### src/rtl/result_stream_out_pkg.sv
// Shared definitions for the result streaming block: default widths, FSM states,
// SRAM read latency.
package result_stream_out_pkg;

    localparam int unsigned ADDR_W_DEF  = 16;
    localparam int unsigned DATA_W_DEF  = 32;
    // Read data appears this many cycles after the address is presented.
    localparam int unsigned SRAM_RD_LAT = 1;

    typedef enum logic [1:0] {
        StIdle,
        StFetch,
        StDrain,
        StDone
    } state_e;

endpackage

### src/rtl/sync_fifo.sv
// Synchronous FIFO with registered storage. Occupancy is unchanged by a simultaneous
// push and pop. The head is read straight from storage, so it holds while not popped.
module sync_fifo #(
    parameter int unsigned Depth = 2,
    parameter int unsigned Width = 32,
    localparam int unsigned PtrW = (Depth > 1) ? $clog2(Depth) : 1,
    localparam int unsigned CntW = $clog2(Depth + 1)
) (
    input  logic             clk,
    input  logic             reset_n,
    input  logic             push_i,
    input  logic [Width-1:0] push_data_i,
    input  logic             pop_i,
    output logic [Width-1:0] pop_data_o,
    output logic             full_o,
    output logic             empty_o,
    output logic [CntW-1:0]  count_o
);

    logic [Width-1:0] mem_q [Depth];
    logic [Width-1:0] mem_d [Depth];
    logic [PtrW-1:0]  wr_ptr_q, wr_ptr_d;
    logic [PtrW-1:0]  rd_ptr_q, rd_ptr_d;
    logic [CntW-1:0]  count_q, count_d;
    logic             do_push, do_pop;

    // Pointers wrap explicitly so non-power-of-two depths work.
    function automatic logic [PtrW-1:0] ptr_inc(input logic [PtrW-1:0] p);
        return (p == PtrW'(Depth - 1)) ? '0 : p + PtrW'(1);
    endfunction

    assign do_pop  = pop_i && !empty_o;
    assign do_push = push_i && (!full_o || do_pop);

    // Next-state for storage, pointers and occupancy.
    always_comb begin
        mem_d    = mem_q;
        wr_ptr_d = wr_ptr_q;
        rd_ptr_d = rd_ptr_q;
        if (do_push) begin
            mem_d[wr_ptr_q] = push_data_i;
            wr_ptr_d        = ptr_inc(wr_ptr_q);
        end
        if (do_pop) begin
            rd_ptr_d = ptr_inc(rd_ptr_q);
        end
        count_d = count_q + CntW'(do_push) - CntW'(do_pop);
    end

    // State registers; storage is cleared so the head reads zero out of reset.
    always_ff @(posedge clk or negedge reset_n) begin
        if (!reset_n) begin
            for (int i = 0; i < Depth; i++) begin
                mem_q[i] <= '0;
            end
            wr_ptr_q <= '0;
            rd_ptr_q <= '0;
            count_q  <= '0;
        end else begin
            mem_q    <= mem_d;
            wr_ptr_q <= wr_ptr_d;
            rd_ptr_q <= rd_ptr_d;
            count_q  <= count_d;
        end
    end

    assign pop_data_o = mem_q[rd_ptr_q];
    assign full_o     = (count_q == CntW'(Depth));
    assign empty_o    = (count_q == '0);
    assign count_o    = count_q;

endmodule

### src/rtl/result_stream_out.sv
// Drains a block of result words from SRAM onto a valid/ready stream, with optional
// ReLU clamping. Reads are credit-limited so returning data always fits in the buffer.
module result_stream_out
    import result_stream_out_pkg::*;
#(
    parameter int unsigned ADDR_W     = ADDR_W_DEF,
    parameter int unsigned DATA_W     = DATA_W_DEF,
    parameter int unsigned FIFO_DEPTH = 2
) (
    input  logic              clk,
    input  logic              reset_n,
    input  logic              start_valid,
    output logic              start_ready,
    input  logic [ADDR_W-1:0] result_base_address,
    input  logic [15:0]       result_count,
    input  logic              relu_enable,
    output logic [ADDR_W-1:0] dut__tb__sram_result_read_address,
    input  logic [DATA_W-1:0] tb__dut__sram_result_read_data,
    output logic              out_valid,
    input  logic              out_ready,
    output logic [DATA_W-1:0] out_data,
    output logic              out_last,
    output logic              done
);

    localparam int unsigned CntW = $clog2(FIFO_DEPTH + 1);

    state_e            state_q, state_d;
    logic [ADDR_W-1:0] rd_addr_q, rd_addr_d;
    logic [15:0]       count_q, count_d;
    logic [15:0]       issued_q, issued_d;
    logic [15:0]       beats_q, beats_d;
    logic              relu_q, relu_d;
    logic              inflight_q, inflight_d;

    logic              issue, pop;
    logic              fifo_full, fifo_empty;
    logic [CntW-1:0]   fifo_count;
    logic [CntW:0]     occ_after;
    logic [DATA_W-1:0] push_data;

    // Issue/pop decisions and stream outputs.
    always_comb begin
        out_valid = !fifo_empty;
        pop       = out_valid && out_ready;
        // Buffer slots already claimed once this cycle's pop retires.
        occ_after = {1'b0, fifo_count} + (CntW + 1)'(inflight_q) - (CntW + 1)'(pop);
        issue     = (state_q == StFetch) && (issued_q != count_q) &&
                    (occ_after < (CntW + 1)'(FIFO_DEPTH)) && !(fifo_full && !pop);
        push_data = (relu_q && tb__dut__sram_result_read_data[DATA_W-1]) ?
                    '0 : tb__dut__sram_result_read_data;
        out_last  = out_valid && (beats_q == count_q - 16'd1);
    end

    // FSM and job-counter next state.
    always_comb begin
        state_d    = state_q;
        rd_addr_d  = rd_addr_q;
        count_d    = count_q;
        issued_d   = issued_q;
        beats_d    = beats_q;
        relu_d     = relu_q;
        inflight_d = issue;
        unique case (state_q)
            StIdle: begin
                if (start_valid) begin
                    rd_addr_d = result_base_address;
                    count_d   = result_count;
                    relu_d    = relu_enable;
                    issued_d  = '0;
                    beats_d   = '0;
                    state_d   = (result_count == 16'd0) ? StDone : StFetch;
                end
            end
            StFetch: begin
                if (issue) begin
                    issued_d = issued_q + 16'd1;
                    // Address stays on the last word read once the job is fully issued.
                    if (issued_q + 16'd1 != count_q) begin
                        rd_addr_d = rd_addr_q + ADDR_W'(1);
                    end else begin
                        state_d = StDrain;
                    end
                end
            end
            StDrain: begin
                if (pop && out_last) begin
                    state_d = StDone;
                end
            end
            StDone: begin
                state_d = StIdle;
            end
            default: begin
                state_d = StIdle;
            end
        endcase
        if (pop) begin
            beats_d = beats_q + 16'd1;
        end
    end

    // State registers; reset aborts any job in progress.
    always_ff @(posedge clk or negedge reset_n) begin
        if (!reset_n) begin
            state_q    <= StIdle;
            rd_addr_q  <= '0;
            count_q    <= '0;
            issued_q   <= '0;
            beats_q    <= '0;
            relu_q     <= 1'b0;
            inflight_q <= 1'b0;
        end else begin
            state_q    <= state_d;
            rd_addr_q  <= rd_addr_d;
            count_q    <= count_d;
            issued_q   <= issued_d;
            beats_q    <= beats_d;
            relu_q     <= relu_d;
            inflight_q <= inflight_d;
        end
    end

    assign start_ready                       = (state_q == StIdle);
    assign done                              = (state_q == StDone);
    assign dut__tb__sram_result_read_address = rd_addr_q;

    sync_fifo #(
        .Depth (FIFO_DEPTH),
        .Width (DATA_W)
    ) u_fifo (
        .clk         (clk),
        .reset_n     (reset_n),
        .push_i      (inflight_q),
        .push_data_i (push_data),
        .pop_i       (pop),
        .pop_data_o  (out_data),
        .full_o      (fifo_full),
        .empty_o     (fifo_empty),
        .count_o     (fifo_count)
    );

endmodule
### config.mk
export PLATFORM = sky130hd
export DESIGN_NAME = result_stream_out
export DESIGN_NICKNAME = d
export VERILOG_FILES = /design/src/rtl/result_stream_out_pkg.sv /design/src/rtl/sync_fifo.sv /design/src/rtl/result_stream_out.sv
export SDC_FILE = /design/constraint.sdc
export NUM_CORES = 1
export LEC_CHECK = 0
export CORE_MARGIN = 2
export CORE_UTILIZATION = 43
export CTS_CLUSTER_DIAMETER = 120
export DETAILED_ROUTE_END_ITERATION = 8
export PLACE_DENSITY = 0.66
export SYNTH_ARGS = -nofsm -noshare
export SYNTH_HDL_FRONTEND = slang
export SYNTH_SLANG_ARGS = --single-unit
### constraint.sdc
create_clock -name clk -period 4 [get_ports clk]
set_input_delay 1.2 -clock clk [delete_from_list [all_inputs] [get_ports clk]]
set_output_delay 1.2 -clock clk [all_outputs]
set_load 0.005 [all_outputs]
# After elaboration in Yosys (flattened, before gate mapping)
# Index checks and enable logic that the tools add are counted.
# op_classes
addsub	10
n_mul	0
div_mod_pow	0
n_lt_le_gt_ge	4
eq_ne	12
shift	0
n_mux	24
bitwise	2
reduce_logical	27
# op_table
op	n
$mux 32	5
$mux 16	7
$bwmux 64	1
$pmux 16 s2	2
$add 16x1->16 const B	3
$demux 32 s1	1
$ne 16x16->1	2
$eq 16x16->1	1
$logic_not 16->1	1
$sub 16x1->16 const B	1
$logic_and 1x1->1	11
$mux 2	5
$ne 2x2->1 const B	4
$pmux 2 s4	1
$reduce_and 4->1	2
$eq 2x2->1 const B	3
$reduce_bool 2->1	3
$ge 2x2->1 const B	2
$logic_not 1->1	4
$logic_not 2->1	2
$not 1->2	2
$reduce_and 2->1	2
$add 2x1->3	1
$lt 3x2->1 const B	1
other kinds (10)	12
# word_totals
ff_bits	136
latch_bits	0
mem_bits_rw	0
rom_bits	0
in_bits	69
out_inout_bits	52
word_cells	91
memories	0

# Longest topological paths before layout
# logic_depth
depth_word	9
mapped_depth	16
mapped_depth_nobuf	16

# By module
# From an unflattened synthesis, not the netlist that was laid out.
# hier_totals
hier_cells	752
area_unflattened_um2	8145.3
# by_module_without_submodules
module	instances	cells_per_inst	area_each_um2	seq_area_each_um2
result_stream_out	1	563	4917.2	1701.6
sync_fifo	1	189	3228.1	1701.6

# Worst setup path after synthesis
# Ideal clock, no wire load.
# synth_timing
path_type	input port to flip-flop
startpoint	input out_ready
endpoint	register rd_addr_q[13], in the netlist dut__tb__sram_result_read_address[13]
setup_time_ps	69
arrival_time_ps	3800
required_time_ps	3931
setup_slack_ps	130
stages	12
path_buffers	0
cell_sequence	nand2_1 clkinv_1 ha_1 inv_1 nand2_1 fa_1 o21ai_0 nand2_1 a41oi_1 nand3_1 or4b_2 nand3_1
# synth_via
elab_chain_len	7
elab_cells_between_ends	10
cone_classes	1 x add/sub; 1 x order compare; 1 x eq/ne; 7 x reduce/logical
# synth_lines
element	line_no	source
start: declaration	result_stream_out.sv:20	input logic out_ready,
$logic_and 1x1->1 *	result_stream_out.sv:45	pop = out_valid && out_ready;
$sub 3x1->3 or $logic_not 1->1 (tied branches)	result_stream_out.sv:47, result_stream_out.sv:49	
$lt 3x2->1 or $logic_and 1x1->1 (tied branches)	result_stream_out.sv:49	(occ_after < (CntW + 1)'(FIFO_DEPTH)) && !(fifo_full && !pop);
$logic_and 1x1->1 or $logic_not 1->1 (tied branches)	result_stream_out.sv:48, result_stream_out.sv:49	
$logic_and 1x1->1 *	result_stream_out.sv:49	
$ne 2x2->1 (no line) *	n/a	
$reduce_and 4->1 (no line) *	n/a	
end signal: assignment	result_stream_out.sv:115	rd_addr_q <= rd_addr_d;
end: declaration	result_stream_out.sv:29	logic [ADDR_W-1:0] rd_addr_q, rd_addr_d;
# Every way passes the cells marked *; elsewhere a longest branch is shown, timed or not.
# A chain may end at the register's enable or synchronous reset.

# Worst setup path in the final report
# layout_timing
startpoint	register count_q[0]
endpoint	output out_last
# layout_via
elab_chain_len	3
# layout_lines
element	line_no	source
start: declaration	result_stream_out.sv:30	logic [15:0] count_q, count_d;
start signal: assignment	result_stream_out.sv:116	count_q <= count_d;
$sub 16x1->16	result_stream_out.sv:52	out_last = out_valid && (beats_q == count_q - 16'd1);
$eq 16x16->1	result_stream_out.sv:52	
$logic_and 1x1->1	result_stream_out.sv:52	
end: declaration	result_stream_out.sv:22	output logic out_last,
# No other way between the ends.

==> metrics.txt <==
worst rel slew slack 0.436; #FFs+latches synth 136; GRT Overall Usage 0.225; Synth top cells by count nand2_1 (140), dfrtp_1 (136), o21ai_0 (113); clock-pin transition on the worst setup and hold timing paths 0.07 ns; # Max-Cap Violations 0; type of the worst setup path register to primary output; pin count of the biggest net entering global routing 86; I/O Buffers 120; DRT iter0 DRCs 613; first-pass iteration count of the detailed router 4; VDD IR max 0.422 mV; Post-CTS Setup Bufs 0; Final Hold Fails 0; Hold/Removal Path Class register to register; layout cell share with drive strength beyond 1 0.141; RD Place Congestion 0.900; Worst setup SP type register; syn nets 975; Residual DRC 0; Worst-Skew Late Latency 0.44 ns; PwrDens 753 nW/um2; Die H 140 um; fin area 10100 um2; antenna cells 0; vias in the first global route 6895; CTS Buf Count 17; WL/cell 17.2 um; die extent in x 140 um; drt via density 5.64; largest area contributor in the netlist dfrtp_1; Initial Util 0.441; cell row count 49; DRT Wirelength 21.5 mm; CTS H-Tree Depth 4; sequential element share of the synthesized area 0.427; Least-Margin Pin Slew 0.846 ns; R2R Path End dut__tb__sram_result_read_address[2]; fin. max-slew vios 0; Leakage 0.00432 uW; synth unique cells 76; fraction of registers with async set or reset after synthesis 1.00; GR Overflow Total 0; worst setup path end out_last; DPL Wire Length 14.7 mm; cell with the most instances after synthesis nand2_1; Worst EP arrival 2.62 ns; Post-Syn Area 7980 um2; Worst Path Required 2.80 ns; CP startpoint count_q[0]; Fmax 0.262 GHz; clk root buf clkbuf_16; share of the synthesized area in the top cell type 0.427; die footprint 19700 um2; crit end category primary output; DRT antenna net count 0; CP Max Fanout 6; Place WS -0.0608 ns; Area Overhead vs Synth 27.0%; Final min period 3.82 ns; Synth area leaders dfrtp_1 (43%), o21ai_0 (7.1%), mux2_2 (7.1%), nand2_1 (6.6%), xnor2_1 (3.5%); Final Skew 0.0161 ns; final worst-path cycle share 0.955; Clock Sinks 136; Final Setup Violations 0; vias 7045; Top FF cell, synth dfrtp_1; flop-to-flop setup slack 0.79 ns; Post-DP Area 9490 um2; post-synthesis average cell area 8.92 um2; Synth Instances 894; status finished clean; FF-to-FF path depth 8; Ports 121; global-route wire length before repair 35.9 mm; clock buffer depth 2; initial antenna violation count 0; post-route worst setup slack 0.180 ns; reg-to-reg startpoint issued_q[5]; EDFF count, synth 0; RSZ-0062 raised after global routing false; CORE AREA 18100 um2; fin nets 1088; CTS tree yes; Synth Warn # 0
stage by stage:
step / power (uW) / utilization / hold WS, ns / instances / setup TNS [ns]
2_1_floorplan: 4500 / - / 0.444 / 894 / 0
3_3_place_gp: 5960 / 0.525 / 0.456 / 1217 / 0
3_5_place_dp: 6000 / 0.525 / 0.464 / 1217 / -0.351
4_1_cts: 7660 / 0.560 / 0.480 / 1249 / 0
5_1_grt: 8220 / 0.560 / 0.496 / 1249 / 0
6_report: 7630 / 0.560 / 0.474 / 1249 / 0
cell usage in the layout (no fill, tap or decap), types with 3 or more instances in the layout:
master           count
nand2_1            139
dfrtp_1            136
clkdlybuf4s50_1    118
o21ai_0            113
mux2_2              50
nand3_1             42
nor2_1              37
buf_4               37
xnor2_1             32
inv_1               27
a21oi_1             23
and3_1              19
clkbuf_16           17
xor2_1              16
a31oi_1             15
nand4_1             15
nor3_1              14
o31ai_1             14
ha_1                11
nor4_1               9
a311oi_1             8
nand2b_1             7
o22ai_1              7
clkinv_8             7
and4_1               6
or4_1                6
or3_1                6
mux2i_1              5
o211ai_1             5
and2_1               4
a211oi_1             3
a21boi_0             3
nand3b_1             3
inv_6                3
inv_8                3
flip-flops by register name (all words and copies together), names as in the netlist:
| signal | flops |
|---|---|
| dut__tb__sram_result_read_address | 16 |
| inflight_q | 1 |
| relu_q | 1 |
| u_fifo.wr_ptr_q | 1 |
| u_fifo.rd_ptr_q | 1 |
| issued_q | 16 |
| count_q | 16 |
| u_fifo.mem_q | 64 |
| u_fifo.count_o | 2 |
| state_q | 2 |
| beats_q | 16 |
worst min-delay path by stage:
stage / startpoint / to / depth (start not counted)
finish: u_fifo.mem_q[10] / u_fifo.mem_q[10] / 2
CTS: u_fifo.mem_q[14] / u_fifo.mem_q[14] / 2
detailed placement: u_fifo.mem_q[14] / u_fifo.mem_q[14] / 2
global placement: u_fifo.mem_q[31] / u_fifo.mem_q[31] / 2
floorplan: u_fifo.mem_q[0] / u_fifo.mem_q[0] / 2
global route: u_fifo.mem_q[24] / u_fifo.mem_q[24] / 2
worst max-delay path: stages, from the launching register on:
cell	delay (ns)
dfrtp_1	0.37
inv_1	0.06
ha_1	0.15
or4b_4	0.52
or4_1	0.41
nand3_1	0.10
a21o_1	0.15
nand4_1	0.11
nor3_2	0.19
clkbuf_2	0.14
cells by family after synthesis:
family | count (synthesis) | share of synthesized area
adders and majority gates | 12 | 0.0198
buffers and inverters | 92 | 0.0483
and+or+nand+nor | 332 | 0.208
AOI/OAI and AO/OA | 219 | 0.168
xor gates and xnor gates | 48 | 0.0527
DFF | 136 | 0.427
muxes | 55 | 0.0769
per-layer routing:
layer	part of all wire	up-vias	global-route usage
li1	-	3437	-
met1	0.46	3406	0.307
met2	0.46	185	0.352
met3	0.069	17	0.0646
met4	0.010	0	0.0617
met5	0	-	0
power breakdown:
group / switching, uW / internal (uW) / total, uW
combinational: 1820 / 1840 / 3660
sequential: 449 / 1900 / 2350
clock: 755 / 856 / 1610
final cells by class:
type / count / area [um2]
Timing Repair Buffer: 158 / 1500
Fill cell: 1585 / 7950
Clock buffer: 17 / 425
Sequential cell: 136 / 3400
Inverter: 28 / 105
Multi-Input combinational cell: 666 / 4220
Clock inverter: 15 / 199
Tap cell: 229 / 287
what timing repair did:
| item | 4_1_cts | 5_1_grt |
|---|---|---|
| setup endpoints to repair | 1 | 1 |
| hold buffers | 0 | 0 |
| gates resized for setup | 3 | 5 |
No activity file was read; power rests on OpenSTA's default activity.
